### src/rtl/mem_arbiter_pkg.sv
// Shared definitions for the fetch/data memory arbiter:
// bus widths, state encoding and the default ack timeout.
package mem_arbiter_pkg;

  localparam int XLEN = 32;
  localparam int SELW = 4;
  localparam int TIMEOUT_DEF = 255;

  typedef enum logic [1:0] {
    IDLE = 2'd0,
    DATA = 2'd1,
    INST = 2'd2,
    DONE = 2'd3
  } state_t;

endpackage

### src/rtl/mem_arbiter.sv
// Shares one single-port memory between instruction fetch
// and data access; data wins because it is the older op.
module mem_arbiter
  import mem_arbiter_pkg::*;
#(
  parameter int TIMEOUT = TIMEOUT_DEF
) (
  input  logic            clk,
  input  logic            rst,
  input  logic            if_ce_i,
  input  logic [XLEN-1:0] if_addr_i,
  output logic [XLEN-1:0] if_data_o,
  input  logic            mem_ce_i,
  input  logic            mem_we_i,
  input  logic [XLEN-1:0] mem_addr_i,
  input  logic [SELW-1:0] mem_sel_i,
  input  logic [XLEN-1:0] mem_data_i,
  output logic [XLEN-1:0] mem_data_o,
  input  logic            flush_i,
  output logic            stallreq_o,
  output logic            sram_req_o,
  output logic            sram_we_o,
  output logic [XLEN-1:0] sram_addr_o,
  output logic [SELW-1:0] sram_sel_o,
  output logic [XLEN-1:0] sram_wdata_o,
  input  logic [XLEN-1:0] sram_rdata_i,
  input  logic            sram_ack_i,
  output logic            bus_err_o
);

  localparam int CW = $clog2(TIMEOUT + 1);

  state_t state, next;

  logic            data_srv;
  logic            inst_srv;
  logic            flushed;
  logic            bus_err;
  logic [XLEN-1:0] data_buf;
  logic [XLEN-1:0] inst_buf;
  logic [CW-1:0]   tcnt;

  logic            busy;
  logic            tmo;
  logic            fin;
  logic            drop;
  logic            keep;
  logic            clr;
  logic            data_pend;
  logic            inst_pend;
  logic            served;
  logic [XLEN-1:0] rdata;

  assign busy      = (state == DATA) || (state == INST);
  assign tmo       = busy && (tcnt == CW'(TIMEOUT - 1));
  assign fin       = busy && (sram_ack_i || tmo);
  assign drop      = flushed || flush_i;
  assign keep      = fin && !drop;
  assign data_pend = mem_ce_i && !data_srv;
  assign inst_pend = if_ce_i && !inst_srv;
  assign served    = data_srv || inst_srv;
  assign rdata     = sram_ack_i ? sram_rdata_i : '0;

  // A flushed transaction still has to drain, but its result is dropped
  assign clr = (state == IDLE && flush_i)
            || (state == DONE)
            || (fin && drop);

  always_ff @(posedge clk) begin
    if (rst) state <= IDLE;
    else     state <= next;
  end

  always_comb begin
    next = state;
    unique case (state)
      IDLE: begin
        if (flush_i)        next = IDLE;
        else if (data_pend) next = DATA;
        else if (inst_pend) next = INST;
        else if (served)    next = DONE;
      end
      DATA, INST: if (fin) next = IDLE;
      DONE:       next = IDLE;
      default:    next = IDLE;
    endcase
  end

  always_ff @(posedge clk) begin
    if (rst) begin
      data_srv <= 1'b0;
      inst_srv <= 1'b0;
      flushed  <= 1'b0;
      bus_err  <= 1'b0;
      data_buf <= '0;
      inst_buf <= '0;
      tcnt     <= '0;
    end else begin
      if (clr) begin
        data_srv <= 1'b0;
        inst_srv <= 1'b0;
        data_buf <= '0;
        inst_buf <= '0;
      end else if (keep && state == DATA) begin
        data_srv <= 1'b1;
        data_buf <= mem_we_i ? '0 : rdata;
      end else if (keep && state == INST) begin
        inst_srv <= 1'b1;
        inst_buf <= rdata;
      end
      flushed <= busy && !fin && drop;
      tcnt    <= (busy && !fin) ? tcnt + CW'(1) : '0;
      if (tmo && !sram_ack_i) bus_err <= 1'b1;
    end
  end

  always_comb begin
    stallreq_o   = 1'b0;
    sram_req_o   = 1'b0;
    sram_we_o    = 1'b0;
    sram_addr_o  = '0;
    sram_sel_o   = '0;
    sram_wdata_o = '0;
    if_data_o    = '0;
    mem_data_o   = '0;
    if (!rst) begin
      unique case (state)
        IDLE: stallreq_o = !flush_i && (data_pend || inst_pend || served);
        DATA: begin
          stallreq_o   = 1'b1;
          sram_req_o   = 1'b1;
          sram_we_o    = mem_we_i;
          sram_addr_o  = mem_addr_i;
          sram_sel_o   = mem_sel_i;
          sram_wdata_o = mem_data_i;
        end
        INST: begin
          stallreq_o  = 1'b1;
          sram_req_o  = 1'b1;
          sram_addr_o = if_addr_i;
          sram_sel_o  = '1;
        end
        DONE: begin
          if_data_o  = inst_buf;
          mem_data_o = data_buf;
        end
        default: ;
      endcase
    end
  end

  assign bus_err_o = bus_err;

endmodule

### config.mk
export PLATFORM = sky130hd
export DESIGN_NAME = mem_arbiter
export DESIGN_NICKNAME = d
export VERILOG_FILES = /design/src/rtl/mem_arbiter_pkg.sv /design/src/rtl/mem_arbiter.sv
export SDC_FILE = /design/constraint.sdc
export NUM_CORES = 1
export LEC_CHECK = 0
export ABC_AREA = 0
export BUFFER_PORTS_ARGS = -buffer_cell sky130_fd_sc_hd__buf_4
export CAP_MARGIN = 20
export CORE_MARGIN = 2
export CORE_UTILIZATION = 25
export CTS_CLUSTER_SIZE = 20
export DETAILED_ROUTE_END_ITERATION = 12
export HOLD_SLACK_MARGIN = 0.15
export PLACE_DENSITY_LB_ADDON = 0.3
export SLEW_MARGIN = 40
export SYNTH_ARGS = -nofsm -noshare
export SYNTH_HDL_FRONTEND = slang
export SYNTH_SLANG_ARGS = --single-unit
### constraint.sdc
create_clock -name clk -period 2.7 [get_ports clk]
set_input_delay 0.135 -clock clk [delete_from_list [all_inputs] [get_ports clk]]
set_output_delay 0.135 -clock clk [all_outputs]
set_load 0.03 [all_outputs]
# Word-level counts from Yosys, hierarchy flattened
# Cells that the tools add are included.
# Widths: inputs -> output; s select.
[word_totals] regBits=78 latchBits=0 mem_bits_rw=0 romBits=0 in_bits=139 output_inout_bits=136 word_cells=74 mem_count=0
[op_classes] add_sub_neg=1 multipliers=0 div_mod_pow=0 n_lt_le_gt_ge=0 n_eq_ne=6 n_shift=0 muxes=24 bitwise_logic=2 n_reduce_logical=33
[op_table] cell="$mux 32" n=9
[op_table] cell="$pmux 32 s2" n=1
[op_table] cell="$logic_and 1x1->1" n=13
[op_table] cell="$mux 2" n=5
[op_table] cell="$add 8x1->8 const B" n=1
[op_table] cell="$eq 8x8->1 const B" n=1
[op_table] cell="$logic_or 1x1->1" n=8
[op_table] cell="$pmux 4 s2" n=1
[op_table] cell="$logic_not 1->1" n=6
[op_table] cell="$pmux 2 s3" n=1
[op_table] cell="$reduce_or 2->1" n=3
[op_table] cell="$mux 1" n=5
[op_table] cell="$ne 5x5->1 const B" n=1
[op_table] cell="$eq 2x2->1 const B" n=2
[op_table] cell="$mux 4" n=1
[op_table] cell="$reduce_and 2->1" n=2
[op_table] cell="$eq 2x1->1 const B" n=1
[op_table] cell="$logic_not 2->1" n=1
[op_table] cell="$ne 2x1->1 const B" n=1
[op_table] cell="$not 1->1" n=2
[op_table] cell="$pmux 1 s2" n=1

# Logic depth before layout (Yosys ltp)
# Gate-level depths: netlist (run 1).
[depth] depth_word=9 mapped_depth=9 depth_no_buf=6

# Worst setup path before layout (run 1)
# OpenSTA, ideal clock, no wires.
[synth_path] path_kind="register to register" start="register state[0]" end="register data_srv" setup_ns=0.115 t_arrival_ns=1.801 t_required_ns=2.585 slack_ns=0.784 stages_incl_launch_ff=9 path_buffers=2 period_less_slack_ns=1.916 path_cell_list="dfxtp_1 -> inv_1 -> ha_1 -> and4_4 -> a21oi_2 -> buf_4 -> clkbuf_1 -> nor2_1 -> o21ba_1"
[synth_between] elab_chain_len=8 elab_cells_between_ends=15 cone_classes="eq/ne: 3; reduce/logical: 12"
[synth_lines] item="from (decl)" line_no="mem_arbiter.sv:33" text="state_t state, next;"
[synth_lines] item="from (signal assigned)" line_no="mem_arbiter.sv:71" text="else state <= next;"
[synth_lines] item="$eq 2x1->1 or $eq 2x2->1 (tied branches)" line_no="mem_arbiter.sv:54, mem_arbiter.sv:104"
[synth_lines] item="$logic_or 1x1->1" line_no="mem_arbiter.sv:54" text="assign busy = (state == DATA) || (state == INST);"
[synth_lines] item="$logic_and 1x1->1" line_no="mem_arbiter.sv:55" text="assign tmo = busy && (tcnt == CW'(TIMEOUT - 1));"
[synth_lines] item="$logic_or 1x1->1" line_no="mem_arbiter.sv:56" text="assign fin = busy && (sram_ack_i || tmo);"
[synth_lines] item="$logic_and 1x1->1" line_no="mem_arbiter.sv:56"
[synth_lines] item="$logic_and 1x1->1" line_no="mem_arbiter.sv:67" text="|| (fin && drop);"
[synth_lines] item="$logic_or 1x1->1" line_no="mem_arbiter.sv:67"
[synth_lines] item="$reduce_or 2->1 (no source line)"
[synth_lines] item="to (signal assigned)" line_no="mem_arbiter.sv:91" text="data_srv <= 1'b0;"
[synth_lines] item="to (signal assigned)" line_no="mem_arbiter.sv:100" text="data_srv <= 1'b0;"
[synth_lines] item="to (signal assigned)" line_no="mem_arbiter.sv:105" text="data_srv <= 1'b1;"
[synth_lines] item="to (decl)" line_no="mem_arbiter.sv:35" text="logic data_srv;"
# Parallel ways exist; a longest one is shown, timed or not.
# A chain may end at the register's enable or synchronous reset.

# Worst setup path after layout (run 1)
[layout_path] start="register state[1]" end="output port sram_addr_o[16]"
[layout_between] elab_chain_len=3 elab_cells_between_ends=4 cone_classes="eq/ne: 2; mux: 2"
[layout_lines] item="$eq 2x2->1 or $eq 2x1->1 (tied branches)" line_no="mem_arbiter.sv:127" text="unique case (state)"
[layout_lines] item="$pmux 32 s2 (*)" line_no="mem_arbiter.sv:127"
[layout_lines] item="$mux 32 (*)" line_no="mem_arbiter.sv:126" text="if (!rst) begin"
[layout_lines] item="to (decl)" line_no="mem_arbiter.sv:23" text="output logic [XLEN-1:0] sram_addr_o,"
# Every way passes the cells marked *; elsewhere a longest branch is shown, timed or not.

==> flow_metrics.py, run 1 <==
metrics = {
    "floorplan": {
        "die_y_um": 133,
        "design.core.area_um2": 16500,
        "floorplan.die_area_um2": 17800,
        "rows": 47,
        "design.portCount": 275,
        "floorplan_die_width_um": 133,
        "start_util_pct": 25.4,
    },
    "critical_path": {
        "crit_path_frequent_cell": "sky130_fd_sc_hd__buf_4",
        "worst_ep_required_time_ns": 2.57,
        "regToRegStartpoint": "state[0]$_SDFFE_PP0P_",
        "worst_setup_start_kind": "flip-flop",
        "cp.arrival_ns": 2.13,
        "timing.critical_path.from": "state[1]$_SDFFE_PP0P_",
        "cpMaxStageDelayCell": "sky130_fd_sc_hd__ha_1",
        "timing.reg2reg.worst_path_depth": 7,
        "timing.critical_path.cells": "inv_1, ha_1, buf_4, a22oi_1, nor2_1, buf_4",
        "worst_path_largest_cell_delay_ns": 0.48,
        "crit_fanout": 25,
        "end_kind": "output pin",
        "worst-r2r-setup-slack_ns": 0.62,
        "worstReg2RegEnd": "inst_srv$_SDFFE_PP0P_",
        "timing_worst_setup_path_type": "flip-flop to output pin",
    },
    "sta": {
        "unrepaired_setup_endpoints_after_global_routing": "no",
        "timing.final.max_slew_violations": 0,
        "final-setup-viol-count": 0,
        "timing_worst_slew_pin_value_ns": 0.501,
        "report.final.hold_viol_count": 0,
        "timing.slew.headroom_pct": 66.6,
        "fin_tns_setup_ns": 0,
        "final_period_minus_worst_setup_slack_ns": 2.27,
        "post-route-period-util_pct": 84.1,
        "max_clock_freq_mhz": 441,
        "worst_clock_skew_ns": 0.00941,
    },
    "clock_tree": {
        "tritoncts": "built",
        "clock_sink_count": 78,
        "cts.root.buffer_cell": "sky130_fd_sc_hd__clkbuf_16",
        "clk-insertion-delay-late_ns": 0.35,
        "clock_tree.htree_level_count": 3,
        "postCtsResizedCells": 0,
        "cts.reportedPaths.clkPinSlew_ns": 0.07,
        "cts.path.max_buffers": 2,
        "numCtsBuffers": 9,
    },
    "finish": {
        "antenna-diode-count": 0,
        "final_common_cell": "sky130_fd_sc_hd__buf_4",
        "layout.core_utilization_pct": 43.0,
        "syn2layout_area_growth_pct": 69.3,
        "drive_gt1_share_pct": 36.5,
        "num-nets-final": 991,
        "final_cell_mix": "284 x sky130_fd_sc_hd__buf_4, 97 x sky130_fd_sc_hd__and2_1, 78 x sky130_fd_sc_hd__dfxtp_1",
    },
    "global_routing": {
        "antenna_violations_before_repair": 0,
        "gr-total-overflow": 0,
        "grt_max_degree": 67,
        "grt_pass1_vias": 4613,
        "grt_util_all_layers_pct": 17.5,
        "grt_first_pass_wirelength_um": 24700,
    },
    "route": {
        "drt-pass1-iter-count": 5,
        "initialDrtViolationCount": 208,
        "route.vias.total": 4893,
        "drc_errors": 0,
        "via_per_inst": 4.57,
        "ant_nets": 0,
        "routed_wl_um": 16100,
        "drt-wirelength-per-cell_um": 15.1,
    },
    "power_and_ir_drop": {
        "power.static_leakage_nw": 3.04,
        "power.density_cell_area_nw_per_um2": 405,
        "max-vdd-ir-drop_v": 0.000280,
    },
    "place": {
        "place.detailed.hpwl_um": 11600,
        "input_output_buffers": 274,
        "finalWeightedCongestion": 0.799,
    },
    "yosys": {
        "synth_simple_gate_area_share_pct": 29.4,
        "post_synth_fa_ha_maj_area_fraction_pct": 2.10,
        "yosysWarningCount": 0,
        "main_combinational_cell_family_by_area_after_synthesis": "simple AND/OR/NAND/NOR gates",
        "synth_xor_area_share_pct": 1.26,
        "synth_nets": 711,
        "synth_seq_cells": 78,
        "ys_seq_area_share_pct": 37.4,
        "synth.distinct_cells": 38,
        "syn-mean-instance-area_um2": 7.39,
        "postSynthCellCount": 565,
        "area_fraction_in_compound_gates_after_synthesis_pct": 23.9,
        "netlist_area_um2": 4180,
        "yosys-mux-area-fraction_pct": 0,
    },
    "min_path": {
        "hold_path.startpoint": "sram_ack_i",
        "hold-path-cell-count": 4,
        "holdPathEnd": "bus_err_o$_SDFFE_PP0P_",
        "worstHoldPathType": "input port to flip-flop",
    },
    "run": {
        "max-cap-violations": 0,
    },
    "outcome": {
        "result_of_the_run": "finished, final reports clean",
    },
}
## routing by layer
metal / track usage, % / routed length (um)
met3: 4.87 / 1300
met1: 20.8 / 6420
met4: 5.73 / 187
met5: 0 / 0
met2: 30.3 / 8210
## sequential cells by signal, summed over array words and instances, names as in the netlist
signal / flops
data_buf: 32
inst_buf: 32
tcnt: 8
state: 2
bus_err_o: 1
data_srv: 1
flushed: 1
inst_srv: 1
## critical path: cells and delay by family, from the launching register on
family	cells	cell delay (ns)
buffers and inverters	3	0.69
adder cells (fa/ha/maj)	1	0.48
flip-flops	1	0.33
AND/OR/NAND/NOR	1	0.18
AO/OA/AOI/OAI	1	0.11
## logic make-up (layout without fill, tap and decap cells)
family	after synthesis	in the layout
buf+inv	58	343
xor+xnor	6	6
compound gates	178	178
flops	78	78
simple gates	238	238
fa+ha+maj	7	7
## Yosys cell counts (all sizes together)
master / count / share of area (%)
and2: 97 / 15
dfxtp: 78 / 37
a21oi: 71 / 8.6
nand2: 69 / 6.2
o21ai: 68 / 8.2
nor2: 42 / 3.8
a22oi: 32 / 5.8
clkbuf: 30 / 2.7
buf: 21 / 2.7
nor3: 12 / 1.6
ha: 7 / 2.1
inv: 7 / 0.63
nand3: 3 / 0.36
nor2b: 3 / 0.45
xnor2: 3 / 0.63
xor2: 3 / 0.63
a31oi: 2 / 0.30
and4: 2 / 0.48
nand2b: 2 / 0.30
o21ba: 2 / 0.48
a211oi: 1 / 0.18
and3: 1 / 0.15
and3b: 1 / 0.21
nand4b: 1 / 0.21
nand4bb: 1 / 0.27
nor3b: 1 / 0.30
o311ai: 1 / 0.21
o31ai: 1 / 0.18
or3: 1 / 0.15
or4: 1 / 0.18
or4b: 1 / 0.24
## stage by stage
stage          worst slack (ns)  hold slack [ns]  cell area [um^2]  cells  power, W
6_report                  0.430            0.216              7070   1070   0.00286
3_3_place_gp              0.559            0.395              6430   1020   0.00165
4_1_cts                   0.162            0.203              7070   1070   0.00290
5_1_grt                   0.301            0.277              7070   1070   0.00298
3_5_place_dp              0.555            0.401              6430   1020   0.00165
2_1_floorplan             0.784            0.270              4180    565   0.00140
## how the worst max path moves through the flow
| stage | endpoint |
|---|---|
| finish | sram_addr_o[16] |
| detailed placement | sram_addr_o[14] |
| global route | sram_addr_o[16] |
| global placement | sram_addr_o[14] |
| floorplan | data_srv$_SDFFE_PP0P_ |
| CTS | sram_addr_o[14] |
## repair_timing
action                                 CTS  global route
buffers inserted                         0             0
endpoints found under the hold margin   68             0
hold buffers                            34             0
## report_power, final
part	total, W	internal [W]	switching (W)
combinational	0.000508	0.000253	0.000255
sequential	0.00116	0.00115	0.00000357
clock	0.00120	0.000645	0.000552
## area by class of cell
class,instances,area [um^2]
Fill cell,1750,9390
Timing Repair Buffer,320,2510
Multi-Input combinational cell,429,2400
Sequential cell,78,1560
Tap cell,220,275
Clock buffer,9,225
Clock inverter,7,70.1
Inverter,7,26.3
No activity file was read; power rests on OpenSTA's default activity.
==> inputs of run 2 (changes only) <==
--- a/config.mk
+++ b/config.mk
@@ -5,7 +5,7 @@
 export SDC_FILE = /design/constraint.sdc
 export NUM_CORES = 1
 export LEC_CHECK = 0
-export ABC_AREA = 0
+export ABC_AREA = 1
 export BUFFER_PORTS_ARGS = -buffer_cell sky130_fd_sc_hd__buf_4
 export CAP_MARGIN = 20
 export CORE_MARGIN = 2
==> constraint.sdc (replaced) <==
create_clock -name clk -period 2.29 [get_ports clk]
set_input_delay 0.1145 -clock clk [delete_from_list [all_inputs] [get_ports clk]]
set_output_delay 0.1145 -clock clk [all_outputs]
set_load 0.03 [all_outputs]
==> run 2 against run 1 <==
Worst hold slack got worse by 0.050 ns. Count of clock-buffer cells in the layout increased by 1. Sequential power is 20% higher. Utilization fell by 4.3 points. Combinational power grew to 2.7 times the previous value. Critical endpoint is now sram_addr_o[19]. Highest routed layer unchanged.
==> flow_metrics.py, run 2 <==
metrics = {
    "outcome": {
        "result_of_the_run": "finished, final reports clean",
    },
    "place": {
        "input_output_buffers": 274,
        "postPlaceCellArea_um2": 7420,
        "place_worst_setup_slack_ns": 0.161,
        "place.detailed.hpwl_um": 14200,
        "finalWeightedCongestion": 0.826,
    },
    "critical_path": {
        "cp.arrival_ns": 2.07,
        "end_kind": "output pin",
        "timing_worst_setup_path_type": "flip-flop to output pin",
        "worst_ep_required_time_ns": 2.18,
        "worst_setup_start_kind": "flip-flop",
        "crit_fanout": 36,
    },
    "yosys": {
        "syn-mean-instance-area_um2": 5.94,
        "yosys-mux-area-fraction_pct": 0,
        "synth_seq_cells": 78,
        "yosys-top-cells-area": "sky130_fd_sc_hd__dfxtp_1 31%, sky130_fd_sc_hd__nand2_1 22%, sky130_fd_sc_hd__nand4_1 8.0%",
        "synth_top_cells_by_count": "301 x sky130_fd_sc_hd__nand2_1, 91 x sky130_fd_sc_hd__nor2_1, 82 x sky130_fd_sc_hd__inv_1",
        "yosysWarningCount": 0,
        "synth_nets": 1007,
        "post_synth_fa_ha_maj_area_fraction_pct": 1.71,
        "ys.flop_type": "sky130_fd_sc_hd__dfxtp_1",
        "postSynthCellCount": 861,
        "synth_top_cell_by_area": "sky130_fd_sc_hd__dfxtp_1",
        "synth.distinct_cells": 24,
        "yosys.cell_count.top_type": "sky130_fd_sc_hd__nand2_1",
        "synth_largest_type_area_fraction_pct": 30.6,
        "ys_seq_area_share_pct": 30.6,
        "area_fraction_in_compound_gates_after_synthesis_pct": 8.15,
        "post_synth_edffs": 0,
        "synth_simple_gate_area_share_pct": 45.8,
        "main_combinational_cell_family_by_area_after_synthesis": "simple AND/OR/NAND/NOR gates",
        "netlist_area_um2": 5110,
        "synth_xor_area_share_pct": 0.514,
        "async_reset_ff_share_pct": 0,
    },
    "finish": {
        "top_regs": "data_buf x32, inst_buf x32, tcnt x8",
        "num-nets-final": 1238,
        "drive_gt1_share_pct": 32.2,
        "final_cell_mix": "301 x sky130_fd_sc_hd__nand2_1, 284 x sky130_fd_sc_hd__buf_4, 89 x sky130_fd_sc_hd__nor2_1",
        "final_cell_area_um2": 7790,
        "final.fill_count": 2181,
        "syn2layout_area_growth_pct": 52.4,
        "final_common_cell": "sky130_fd_sc_hd__nand2_1",
    },
    "clock_tree": {
        "numCtsBuffers": 9,
        "clock_sink_count": 78,
        "clock_tree.htree_level_count": 3,
        "cts.reportedPaths.clkPinSlew_ns": 0.06,
        "post_cts.repair.setup_buffers": 0,
        "clk-insertion-delay-late_ns": 0.34,
        "tritoncts": "built",
        "cts.root.buffer_cell": "sky130_fd_sc_hd__clkbuf_16",
        "cts.path.max_buffers": 2,
    },
    "route": {
        "drt-wirelength-per-cell_um": 14.0,
        "via_per_inst": 4.46,
        "ant_nets": 0,
        "drt-pass1-iter-count": 4,
        "drc_errors": 0,
        "initialDrtViolationCount": 406,
        "routed_wl_um": 19200,
        "route.vias.total": 6101,
    },
    "sta": {
        "setup_slack_ns": 0.108,
        "timing_worst_slew_pin_value_ns": 0.650,
        "unrepaired_setup_endpoints_after_global_routing": "no",
        "worst_clock_skew_ns": 0.00643,
        "final_period_minus_worst_setup_slack_ns": 2.18,
        "timing.final.max_slew_violations": 0,
        "post-route-period-util_pct": 95.3,
        "max_clock_freq_mhz": 458,
        "report.final.hold_viol_count": 0,
        "timing.slew.headroom_pct": 56.6,
        "fin_tns_setup_ns": 0,
        "final-setup-viol-count": 0,
    },
    "power_and_ir_drop": {
        "power.density_cell_area_nw_per_um2": 556,
        "max-vdd-ir-drop_v": 0.000353,
        "power.static_leakage_nw": 3.50,
    },
    "global_routing": {
        "grt_pass1_vias": 5612,
        "grt_util_all_layers_pct": 17.1,
        "antenna_violations_before_repair": 1,
        "grt_first_pass_wirelength_um": 29800,
        "gr-total-overflow": 0,
        "grt_max_degree": 103,
    },
    "floorplan": {
        "floorplan.die_area_um2": 21600,
        "die_y_um": 147,
        "rows": 52,
        "start_util_pct": 25.3,
        "design.portCount": 275,
        "design.core.area_um2": 20200,
        "floorplan_die_width_um": 147,
    },
    "min_path": {
        "worstHoldPathType": "input port to flip-flop",
    },
    "run": {
        "max-cap-violations": 0,
    },
}
[run 2: cell types whose count changed after synthesis, sizes merged, moves of 4 or more]
cell and delta:
nor2 +79, clkbuf +9, a22oi -32, nand2 +234, nand3 +4, inv +77
o21ai -64, and2 -97, buf +13, nor3 +24, nand4 +67, a21oi +6
[run 2: layout make-up]
type | count | area (um^2) | share of cell area [%]
Antenna cell | 1 | 2.50 | 0.0321
Clock buffer | 10 | 229 | 2.94
Sequential cell | 78 | 1560 | 20.0
Clock inverter | 6 | 93.8 | 1.20
Multi-Input combinational cell | 626 | 2950 | 37.8
Tap cell | 270 | 338 | 4.34
Timing Repair Buffer | 293 | 2300 | 29.6
Inverter | 84 | 315 | 4.05
[run 2: logic make-up (layout without fill, tap and decap cells)]
logic type                 after synthesis  count (layout)
DFF                                     78              78
AOI/OAI and AO/OA                       82              82
other                                    0               1
adders and majority gates                7               7
buffers and inverters                  157             393
and+or+nand+nor                        534             534
xor gates and xnor gates                 3               3
[run 2: critical path, stage by stage, from the launching register on]
cell                      delay, ns
sky130_fd_sc_hd__dfxtp_1       0.40
sky130_fd_sc_hd__inv_1         0.15
sky130_fd_sc_hd__ha_4          0.36
sky130_fd_sc_hd__inv_2         0.08
sky130_fd_sc_hd__nor2_4        0.14
sky130_fd_sc_hd__inv_2         0.06
sky130_fd_sc_hd__buf_12        0.17
sky130_fd_sc_hd__a21oi_2       0.18
sky130_fd_sc_hd__buf_4         0.19
[run 2: per-stage QoR]
| stage | hold slack, ns | std cells | total power, W | util [%] |
|---|---|---|---|---|
| 2_1_floorplan | 0.369 | 861 | 0.00226 | - |
| 3_3_place_gp | 0.442 | 1350 | 0.00277 | 36.8 |
| 3_5_place_dp | 0.446 | 1350 | 0.00277 | 36.8 |
| 4_1_cts | 0.156 | 1367 | 0.00436 | 38.6 |
| 5_1_grt | 0.185 | 1368 | 0.00453 | 38.6 |
| 6_report | 0.166 | 1368 | 0.00433 | 38.6 |
[run 2: final timing paths]
path | from | cells past startpoint | end | slack [ns]
setup reg to reg | state[0]$_SDFFE_PP0P_ | 10 | inst_buf[22]$_SDFFE_PP0P_ | 0.42
setup / recovery | state[0]$_SDFFE_PP0P_ | 8 | sram_addr_o[19] | 0.11
hold reg to reg | inst_buf[27]$_SDFFE_PP0P_ | 2 | inst_buf[27]$_SDFFE_PP0P_ | 0.47
hold / removal | sram_rdata_i[4] | 5 | inst_buf[4]$_SDFFE_PP0P_ | 0.17
[run 2: timing repair]
item | CTS | global route
hold buffers | 1 | 0
hold endpoints to repair | 1 | 0
setup endpoints to repair | 36 | 20
resized for setup | 4 | 2
[run 2: report_power, final]
group	switching [W]	internal, W
Combinational	0.000898	0.000489
Sequential	0.0000137	0.00138
Clock	0.000588	0.000964
Total	0.00150	0.00283
[run 2: per-layer routing]
layer	routed length (um)	vias up	share of wire (%)	track usage, %
li1	-	3170	-	-
met1	8850	2721	46	22.5
met2	8740	178	45	27.5
met3	1160	32	6.1	3.70
met4	466	0	2.4	6.39
met5	0	-	0	0
